<file path="src/rtl/pwm_period_meter_if.sv">
// rtl/pwm_period_meter_if.sv - sample handshake bundle between the PWM period meter and its consumer
interface pwm_period_meter_if #(
    parameter int WIDTH = 18
);
    logic [WIDTH-1:0] period;
    logic [WIDTH-1:0] high_time;
    logic             sample_valid;
    logic             sample_ack;
    logic             overrun;

    modport master (
        output period,
        output high_time,
        output sample_valid,
        output overrun,
        input  sample_ack
    );

    modport slave (
        input  period,
        input  high_time,
        input  sample_valid,
        input  overrun,
        output sample_ack
    );
endinterface

</file>
<file path="src/rtl/pwm_period_meter.sv">
// rtl/pwm_period_meter.sv - measures PWM period and high time; PWM_METER_AVG_EN reports a 4-period average
module pwm_period_meter #(
    parameter int WIDTH      = 18,
    parameter int MIN_PERIOD = 4
) (
    input  logic                 clk,
    input  logic                 rst,
    input  logic                 pwm_in,
    output logic                 silent,
    pwm_period_meter_if.master   smp
);
    typedef enum logic {S_SILENT = 1'b0, S_MEASURE = 1'b1} state_t;

    localparam logic [WIDTH-1:0] CNT_MAX = '1;
    localparam logic [WIDTH-1:0] MIN_CNT = WIDTH'(MIN_PERIOD);
    localparam logic [WIDTH-1:0] ONE     = WIDTH'(1);

    state_t           state_q, state_d;
    logic             s1_q, sync_q, prev_q;
    logic [WIDTH-1:0] cnt_q, cnt_d, hcnt_q, hcnt_d;
    logic             fall_seen_q, fall_seen_d;
    logic [WIDTH-1:0] period_q, period_d, high_q, high_d;
    logic             valid_q, valid_d, ovr_q, ovr_d;
    logic             rise, fall, meas, load;
    logic [WIDTH-1:0] new_p, new_h;

    assign rise = sync_q & ~prev_q;
    assign fall = ~sync_q & prev_q;

    always_ff @(posedge clk or posedge rst) begin
        if (rst) state_q <= S_SILENT;
        else     state_q <= state_d;
    end

    always_comb begin
        state_d = state_q;
        case (state_q)
            S_SILENT:  if (rise) state_d = S_MEASURE;
            S_MEASURE: if (!rise && cnt_q == CNT_MAX) state_d = S_SILENT;
            default:   state_d = S_SILENT;
        endcase
    end

    // Counters saturate at CNT_MAX; the state machine then drops to SILENT.
    always_comb begin
        cnt_d       = cnt_q;
        hcnt_d      = hcnt_q;
        fall_seen_d = fall_seen_q;
        meas        = 1'b0;
        case (state_q)
            S_SILENT: begin
                if (rise) begin
                    cnt_d       = ONE;
                    hcnt_d      = ONE;
                    fall_seen_d = 1'b0;
                end
            end
            S_MEASURE: begin
                if (rise && cnt_q >= MIN_CNT) begin
                    meas        = 1'b1;
                    cnt_d       = ONE;
                    hcnt_d      = ONE;
                    fall_seen_d = 1'b0;
                end else if (cnt_q != CNT_MAX) begin
                    cnt_d = cnt_q + ONE;
                    if (sync_q && !fall_seen_q) hcnt_d = hcnt_q + ONE;
                    if (fall) fall_seen_d = 1'b1;
                end
            end
            default: ;
        endcase
    end

`ifdef PWM_METER_AVG_EN
    logic [3:0][WIDTH-1:0] p_hist_q, p_hist_d, h_hist_q, h_hist_d;
    logic [2:0]            fill_q, fill_d;
    logic [WIDTH+1:0]      p_sum_q, p_sum_d, h_sum_q, h_sum_d;

    // Running sums: add the newest period, drop the one leaving the 4-deep window.
    always_comb begin
        p_hist_d = p_hist_q;
        h_hist_d = h_hist_q;
        fill_d   = fill_q;
        p_sum_d  = p_sum_q;
        h_sum_d  = h_sum_q;
        load     = 1'b0;
        if (state_q == S_SILENT) begin
            p_hist_d = '0;
            h_hist_d = '0;
            fill_d   = 3'd0;
            p_sum_d  = '0;
            h_sum_d  = '0;
        end else if (meas) begin
            p_sum_d  = p_sum_q + {2'b00, cnt_q} - {2'b00, p_hist_q[3]};
            h_sum_d  = h_sum_q + {2'b00, hcnt_q} - {2'b00, h_hist_q[3]};
            p_hist_d = {p_hist_q[2:0], cnt_q};
            h_hist_d = {h_hist_q[2:0], hcnt_q};
            if (fill_q != 3'd4) fill_d = fill_q + 3'd1;
            load = (fill_q >= 3'd3);
        end
        new_p = p_sum_d[WIDTH+1:2];
        new_h = h_sum_d[WIDTH+1:2];
    end

    always_ff @(posedge clk or posedge rst) begin
        if (rst) begin
            p_hist_q <= '0;
            h_hist_q <= '0;
            fill_q   <= 3'd0;
            p_sum_q  <= '0;
            h_sum_q  <= '0;
        end else begin
            p_hist_q <= p_hist_d;
            h_hist_q <= h_hist_d;
            fill_q   <= fill_d;
            p_sum_q  <= p_sum_d;
            h_sum_q  <= h_sum_d;
        end
    end
`else
    assign load  = meas;
    assign new_p = cnt_q;
    assign new_h = hcnt_q;
`endif

    always_comb begin
        period_d = period_q;
        high_d   = high_q;
        valid_d  = valid_q;
        ovr_d    = ovr_q;
        if (load) begin
            period_d = new_p;
            high_d   = new_h;
            valid_d  = 1'b1;
            if (valid_q && !smp.sample_ack) ovr_d = 1'b1;
        end else if (smp.sample_ack) begin
            valid_d = 1'b0;
            ovr_d   = 1'b0;
        end
    end

    always_ff @(posedge clk or posedge rst) begin
        if (rst) begin
            s1_q        <= 1'b0;
            sync_q      <= 1'b0;
            prev_q      <= 1'b0;
            cnt_q       <= '0;
            hcnt_q      <= '0;
            fall_seen_q <= 1'b0;
            period_q    <= '0;
            high_q      <= '0;
            valid_q     <= 1'b0;
            ovr_q       <= 1'b0;
        end else begin
            s1_q        <= pwm_in;
            sync_q      <= s1_q;
            prev_q      <= sync_q;
            cnt_q       <= cnt_d;
            hcnt_q      <= hcnt_d;
            fall_seen_q <= fall_seen_d;
            period_q    <= period_d;
            high_q      <= high_d;
            valid_q     <= valid_d;
            ovr_q       <= ovr_d;
        end
    end

    assign silent           = (state_q == S_SILENT);
    assign smp.period       = period_q;
    assign smp.high_time    = high_q;
    assign smp.sample_valid = valid_q;
    assign smp.overrun      = ovr_q;
endmodule

</file>
<file path="src/flat_wrapper.sv">
// flat-port wrapper written by rule: the top's interface ports become plain ports
module pwm_period_meter_flat 
#(
    parameter int WIDTH      = 18,
    parameter int MIN_PERIOD = 4
)
  (clk, rst, pwm_in, silent, smp_period, smp_high_time, smp_sample_valid, smp_overrun, smp_sample_ack);
  pwm_period_meter_if #(.WIDTH(WIDTH)) smp_i ();
  input  logic clk;
  input  logic rst;
  input  logic pwm_in;
  output logic silent;
  output wire logic [$bits(smp_i.period)-1:0] smp_period;
  output wire logic [$bits(smp_i.high_time)-1:0] smp_high_time;
  output wire logic [$bits(smp_i.sample_valid)-1:0] smp_sample_valid;
  output wire logic [$bits(smp_i.overrun)-1:0] smp_overrun;
  input wire logic [$bits(smp_i.sample_ack)-1:0] smp_sample_ack;
  assign smp_period = smp_i.period;
  assign smp_high_time = smp_i.high_time;
  assign smp_sample_valid = smp_i.sample_valid;
  assign smp_overrun = smp_i.overrun;
  assign smp_i.sample_ack = smp_sample_ack;
  pwm_period_meter #(.WIDTH(WIDTH), .MIN_PERIOD(MIN_PERIOD)) u_core (.clk(clk), .rst(rst), .pwm_in(pwm_in), .silent(silent), .smp(smp_i));
endmodule
</file>
<file path="config.mk">
export PLATFORM = sky130hd
export DESIGN_NAME = pwm_period_meter_flat
export DESIGN_NICKNAME = d
export VERILOG_FILES = /design/src/rtl/pwm_period_meter_if.sv /design/src/rtl/pwm_period_meter.sv /design/src/flat_wrapper.sv
export SDC_FILE = /design/constraint.sdc
export NUM_CORES = 1
export LEC_CHECK = 0
export BUFFER_PORTS_ARGS = -buffer_cell sky130_fd_sc_hd__buf_2
export CAP_MARGIN = 20
export CORE_MARGIN = 2
export CORE_UTILIZATION = 62
export CTS_BUF_LIST = sky130_fd_sc_hd__clkbuf_4 sky130_fd_sc_hd__clkbuf_8 sky130_fd_sc_hd__clkbuf_16
export CTS_CLUSTER_DIAMETER = 100
export DETAILED_ROUTE_END_ITERATION = 7
export MAX_ROUTING_LAYER = met4
export PLACE_DENSITY = 0.84
export SKIP_LAST_GASP = 1
export SYNTH_ARGS = -nofsm -noshare
export SYNTH_HDL_FRONTEND = slang
export SYNTH_SLANG_ARGS = --single-unit
</file>
<file path="constraint.sdc">
create_clock -name clk -period 3.3 [get_ports clk]
set_input_delay 0.165 -clock clk [delete_from_list [all_inputs] [get_ports clk]]
set_output_delay 0.165 -clock clk [all_outputs]
set_load 0.01 [all_outputs]
</file>
* Yosys cells after proc, flatten, opt, wreduce, memory -nomap -nowiden
Index checks and enable logic that the tools add are counted.
** Storage, ports and cells
- Logic and storage cells :: 60
- Input port bits :: 4
- Flip-flop bits (word level) :: 79
- Output and inout bits :: 39
** Operators by class
- Eq/ne operators :: 7
- Add/sub/neg operators :: 2
- Multiplexer cells :: 22
- Reductions and logical operators :: 12
- Bitwise gates (word level) :: 5
- Magnitude comparators :: 1
** Operator list (count)
- 18-bit two-way mux :: 6
- 18-bit one-hot mux with 2 select lines :: 2
- 18-bit by 1-bit adder with 18-bit output, second input constant :: 2
- 18-bit == test, second input constant :: 1
- 18-bit by 3-bit >= comparator with 1-bit output, second input constant :: 1
- 18-bit inequality test, second input constant :: 1
- 1-bit two-way mux :: 12
- 3-bit inequality test, second input constant :: 3
- 3-bit AND reduction :: 2
- 1-bit logical AND :: 4
- 1-bit one-hot mux with 2 select lines :: 2
- 2-bit AND reduction :: 2
- 1-bit zero test :: 3
- 1-bit NOT :: 3
- 1-bit AND :: 2
- 2-bit by 1-bit inequality test with 1-bit output, second input constant :: 1
- 2-bit inequality test, second input constant :: 1
- 2-bit nonzero test :: 1

* Logic depth before layout (Yosys ltp)
- Depth in word-level cells :: 7
- Depth in mapped cells :: 7
- Depth with buffers taken out :: 6

* Least setup slack after synthesis
OpenSTA, ideal clock, no wires.
- Kind :: register to register
- Start :: register u_core.cnt_q[13]
- End :: register u_core.high_q[10] (netlist: u_core.smp.high_time[10])
- Path buffers :: 1
- Setup time :: 0.125 ns
- Path slack :: 1.455 ns
- Data arrival time :: 1.720 ns
- Clock period less this slack :: 1.845 ns
- Cell stages (with the launch flop) :: 6
- Path through :: dfrtp_1 nor4_1 a41oi_1 nand2_1 buf_2 mux2_2
** On the way
- Longest elaborated chain between the ends :: 4
** Ends and longest elaborated chain
- start: declaration :: line pwm_period_meter.sv:20 : logic [WIDTH-1:0] cnt_q, cnt_d, hcnt_q, hcnt_d;
- start signal: assignment :: line pwm_period_meter.sv:158 : cnt_q <= cnt_d;
- 18-bit by 3-bit >= comparator with 1-bit output :: line pwm_period_meter.sv:59 : if (rise && cnt_q >= MIN_CNT) begin
- 1-bit logical AND :: line pwm_period_meter.sv:59
- 1-bit two-way mux :: line pwm_period_meter.sv:59
- 1-bit two-way mux :: line pwm_period_meter.sv:50 : case (state_q)
- end signal: assignment :: line pwm_period_meter.sv:162 : high_q <= high_d;
- end: declaration :: line pwm_period_meter.sv:22 : logic [WIDTH-1:0] period_q, period_d, high_q, high_d;
Every way passes these cells.
A chain may end at the register's enable or synchronous reset.

* Worst setup path in the final report
- Start :: register u_core.cnt_q[8]
- End :: register u_core.hcnt_q[0]
** On the way
- Longest elaborated chain between the ends :: 4
- Elaborated cells between the ends (all ways) :: 8
- Classes of those cells :: 1 x order compare; 3 x eq/ne; 2 x mux; 2 x reduce/logical
** Ends and longest elaborated chain
- 18-bit by 3-bit >= comparator with 1-bit output :: line pwm_period_meter.sv:59
- 1-bit logical AND :: line pwm_period_meter.sv:59
- 3-bit inequality test (no line) or 18-bit two-way mux (tied branches)
- 3-bit AND reduction (no line) or 18-bit one-hot mux with 2 select lines (tied branches)
- end signal: assignment :: line pwm_period_meter.sv:159 : hcnt_q <= hcnt_d;
- end: declaration :: line pwm_period_meter.sv:20
Parallel ways exist; a longest one is shown, timed or not.

==> results_dict.tcl <==
set metrics [dict create \
    synthFlopType "dfrtp_1" \
    cap_violations 0 \
    core-area_um2 5570 \
    clockBufferDepth 2 \
    synthCells 317 \
    synth_xor_area_frac 0.0584 \
    die_width_um 80.2 \
    critPathTopFamily "simple AND/OR/NAND/NOR gates" \
    skew_ps 8.04 \
    synth.avg_cell_area_um2 11.4 \
    crit_type "register to register" \
    ir_drop_mv 0.375 \
    rrSetupSlack_ps 880 \
    synth_edf_count 0 \
    rsz0062_at_grt "no" \
    hold_class "input pin to register" \
    p_per_area_nw_per_um2 596 \
    die_y_um 80.2 \
    drive_gt1_frac 0.275 \
    ff2ff_path_depth 5 \
    end_kind "register" \
    cts_tree "built" \
    area_growth_pct 13.7 \
    whs_endpoint "u_core.smp.overrun$_DFFE_PP0P_" \
    synth_cell_types 41 \
    dieArea_um2 6440 \
    fmax_mhz 414 \
    synthMuxAreaShare 0.0993 \
    place_area_um2 3870 \
    cpPeakStageDelay_ps 650 \
    final_cell_mix "dfrtp_1 (79), buf_2 (42), mux2_2 (30)" \
    cp_cell_sequence "and4_1 -> and4_1 -> nand2_1 -> a21oi_1 -> mux2_2" \
    grt_pass1_vias 2728 \
    synth.cell_area_um2 3600 \
    path_buf_inv 0 \
    clk_pin_slew_ps 80 \
    arrival_ps 2660 \
    max_slew.worst_pin.slew_ps 803 \
    io_buffers 42 \
    routed_wl_mm 7.18 \
    slew_violations 0 \
    max_slew_margin 0.464 \
    antenna_found_initial 0 \
    first_pass_iters 4 \
    p_leak_nw 2.00 \
    worstPathMaxFanout 18 \
    fin_area_um2 4090 \
    post-route-period-util 0.733 \
    dp_hpwl_mm 5.04 \
    clk_latency_ps 340 \
    drcViolationCount 0 \
    fin_crit_ps 2420 \
    post_cts_buffers 0 \
    cpMaxStageDelayCell "and4_1" \
    worstHoldPathCells 3 \
    initial_core_util 0.646 \
    r2r-start "u_core.cnt_q[8]$_DFFE_PP0P_" \
    cts_buffers 9 \
    setup_viol 0 \
    critPathLaunchType "register" \
    viasPerCell 6.01 \
    cts_sinks 79 \
    antenna_cells 0 \
    ant_nets 0 \
    final_hold_viol_count 0 \
    rr_endpoint "u_core.hcnt_q[0]$_DFFE_PP0P_" \
    grt_max_degree 42 \
    synth_nets 324 \
    ctsRootBufferMaster "clkbuf_8" \
    htree_num_levels 3 \
    gp_congestion 0.826 \
    fp-row-count 27 \
    vias 2639 \
    grt_util_all_layers 0.264 \
    routedWlPerCell_um 16.4 \
    grt_overflow_total 0 \
    synth_seq_cells 79 \
    synth_fa_ha_area_frac 0.0104 \
    fin_nets 369 \
    ioPinCount 43 \
    crit_required_ps 3540 \
    crit_top_cell "and4_1" \
    setup_tns_ps 0 \
    seq_area_frac_synth 0.549 \
    synth-simple-area-share 0.162 \
    first_iter_violations 222 \
    grt_pass1_wl_mm 12.6 \
    min_from "smp_sample_ack" \
    outcome "complete, no violations" \
    synth_top_family_by_area "simple AND/OR/NAND/NOR gates" \
    ys_warn_count 0 \
    fin_util 0.734 \
    async_flop_share 1.00 \
    synth_compound_area_frac 0.0868 \
    layout_commonest_cell "dfrtp_1" \
]
-- cells in the mapped netlist, types with 2 or more instances --
| cell type | n | share of area |
|---|---|---|
| dfrtp_1 | 79 | 0.55 |
| mux2_2 | 30 | 0.094 |
| nor2_1 | 27 | 0.028 |
| nand2_1 | 23 | 0.024 |
| a21oi_1 | 13 | 0.018 |
| nand4_1 | 13 | 0.023 |
| xnor2_1 | 13 | 0.032 |
| o21ai_0 | 12 | 0.017 |
| inv_1 | 11 | 0.011 |
| xor2_1 | 11 | 0.027 |
| nand3_1 | 9 | 0.013 |
| and4_1 | 8 | 0.019 |
| a211oi_1 | 6 | 0.013 |
| and3_1 | 5 | 0.0087 |
| buf_4 | 5 | 0.010 |
| clkbuf_1 | 5 | 0.0052 |
| or3_1 | 5 | 0.0087 |
| and2_1 | 4 | 0.0069 |
| nor4_1 | 4 | 0.0069 |
| a2111oi_2 | 3 | 0.013 |
| buf_2 | 3 | 0.0042 |
| ha_1 | 3 | 0.010 |
| a41oi_1 | 2 | 0.0049 |
| mux2i_1 | 2 | 0.0056 |
| nand2b_1 | 2 | 0.0035 |
| nor3_1 | 2 | 0.0028 |
| o31ai_1 | 2 | 0.0042 |
| or4_1 | 2 | 0.0042 |
-- power by group --
| group | total (mW) | internal (mW) | switching, mW |
|---|---|---|---|
| sequential | 1.19 | 1.08 | 0.114 |
| clock | 0.734 | 0.389 | 0.345 |
| combinational | 0.513 | 0.215 | 0.298 |
-- worst max path at each step --
stage / from / to / depth (start not counted)
final: u_core.cnt_q[8]$_DFFE_PP0P_ / u_core.hcnt_q[0]$_DFFE_PP0P_ / 5
after global routing: u_core.cnt_q[4]$_DFFE_PP0P_ / u_core.smp.period[11]$_DFFE_PP0P_ / 5
after detailed placement: u_core.cnt_q[8]$_DFFE_PP0P_ / u_core.hcnt_q[0]$_DFFE_PP0P_ / 5
after global placement: u_core.cnt_q[13]$_DFFE_PP0P_ / u_core.smp.period[10]$_DFFE_PP0P_ / 5
after floorplan: rst / u_core.cnt_q[0]$_DFFE_PP0P_ / 1
after CTS: u_core.cnt_q[8]$_DFFE_PP0P_ / u_core.hcnt_q[0]$_DFFE_PP0P_ / 5
-- routing by layer --
metal,share of wire,vias to the layer above,global-route usage
li1,-,1226,-
met1,0.44,1294,0.340
met2,0.49,99,0.421
met3,0.048,20,0.0360
met4,0.022,0,0.122
met5,0,-,-
-- sequential cells by signal, indices dropped and copies added, names as in the netlist --
name                     count
u_core.smp.overrun           1
u_core.prev_q                1
u_core.cnt_q                18
u_core.sync_q                1
u_core.state_q               1
u_core.hcnt_q               18
u_core.smp.sample_valid      1
u_core.s1_q                  1
u_core.smp.high_time        18
u_core.fall_seen_q           1
u_core.smp.period           18
-- through the flow --
stage	hold WS, ps	std cells	setup slack (ps)	total power [mW]
after floorplan	196	317	1110	1.55
after global placement	273	421	1000	1.70
after detailed placement	275	421	948	1.72
final	108	439	883	2.44
after global routing	103	439	720	2.57
after CTS	96.4	439	927	2.45
-- cell families (layout without fill, tap and decap cells) --
| family | count (synthesis) | in the layout |
|---|---|---|
| AOI/OAI and AO/OA | 45 | 45 |
| xor gates and xnor gates | 24 | 24 |
| buffers and inverters | 25 | 75 |
| muxes | 32 | 32 |
| DFF | 79 | 79 |
| and+or+nand+nor | 109 | 109 |
| adders and majority gates | 3 | 3 |
-- tightest hold or removal path, stage by stage --
cell and delay [ps]:
buf_2 90, nand2_1 50, o2bb2ai_1 110
-- final cells by class --
class / instances / area (um2)
fillers: 388 / 1480
repair buffers: 48 / 273
multi-input cells: 213 / 1510
well taps: 72 / 90.1
clock inverters: 5 / 56.3
clock buffers: 11 / 151
flip-flops and latches: 79 / 1980
inverters: 11 / 41.3
-- timing repair --
item	CTS	global route
hold buffers	2	0
hold endpoints to repair	2	0
gates resized for setup	0	0
No activity file was read; power rests on OpenSTA's default activity.
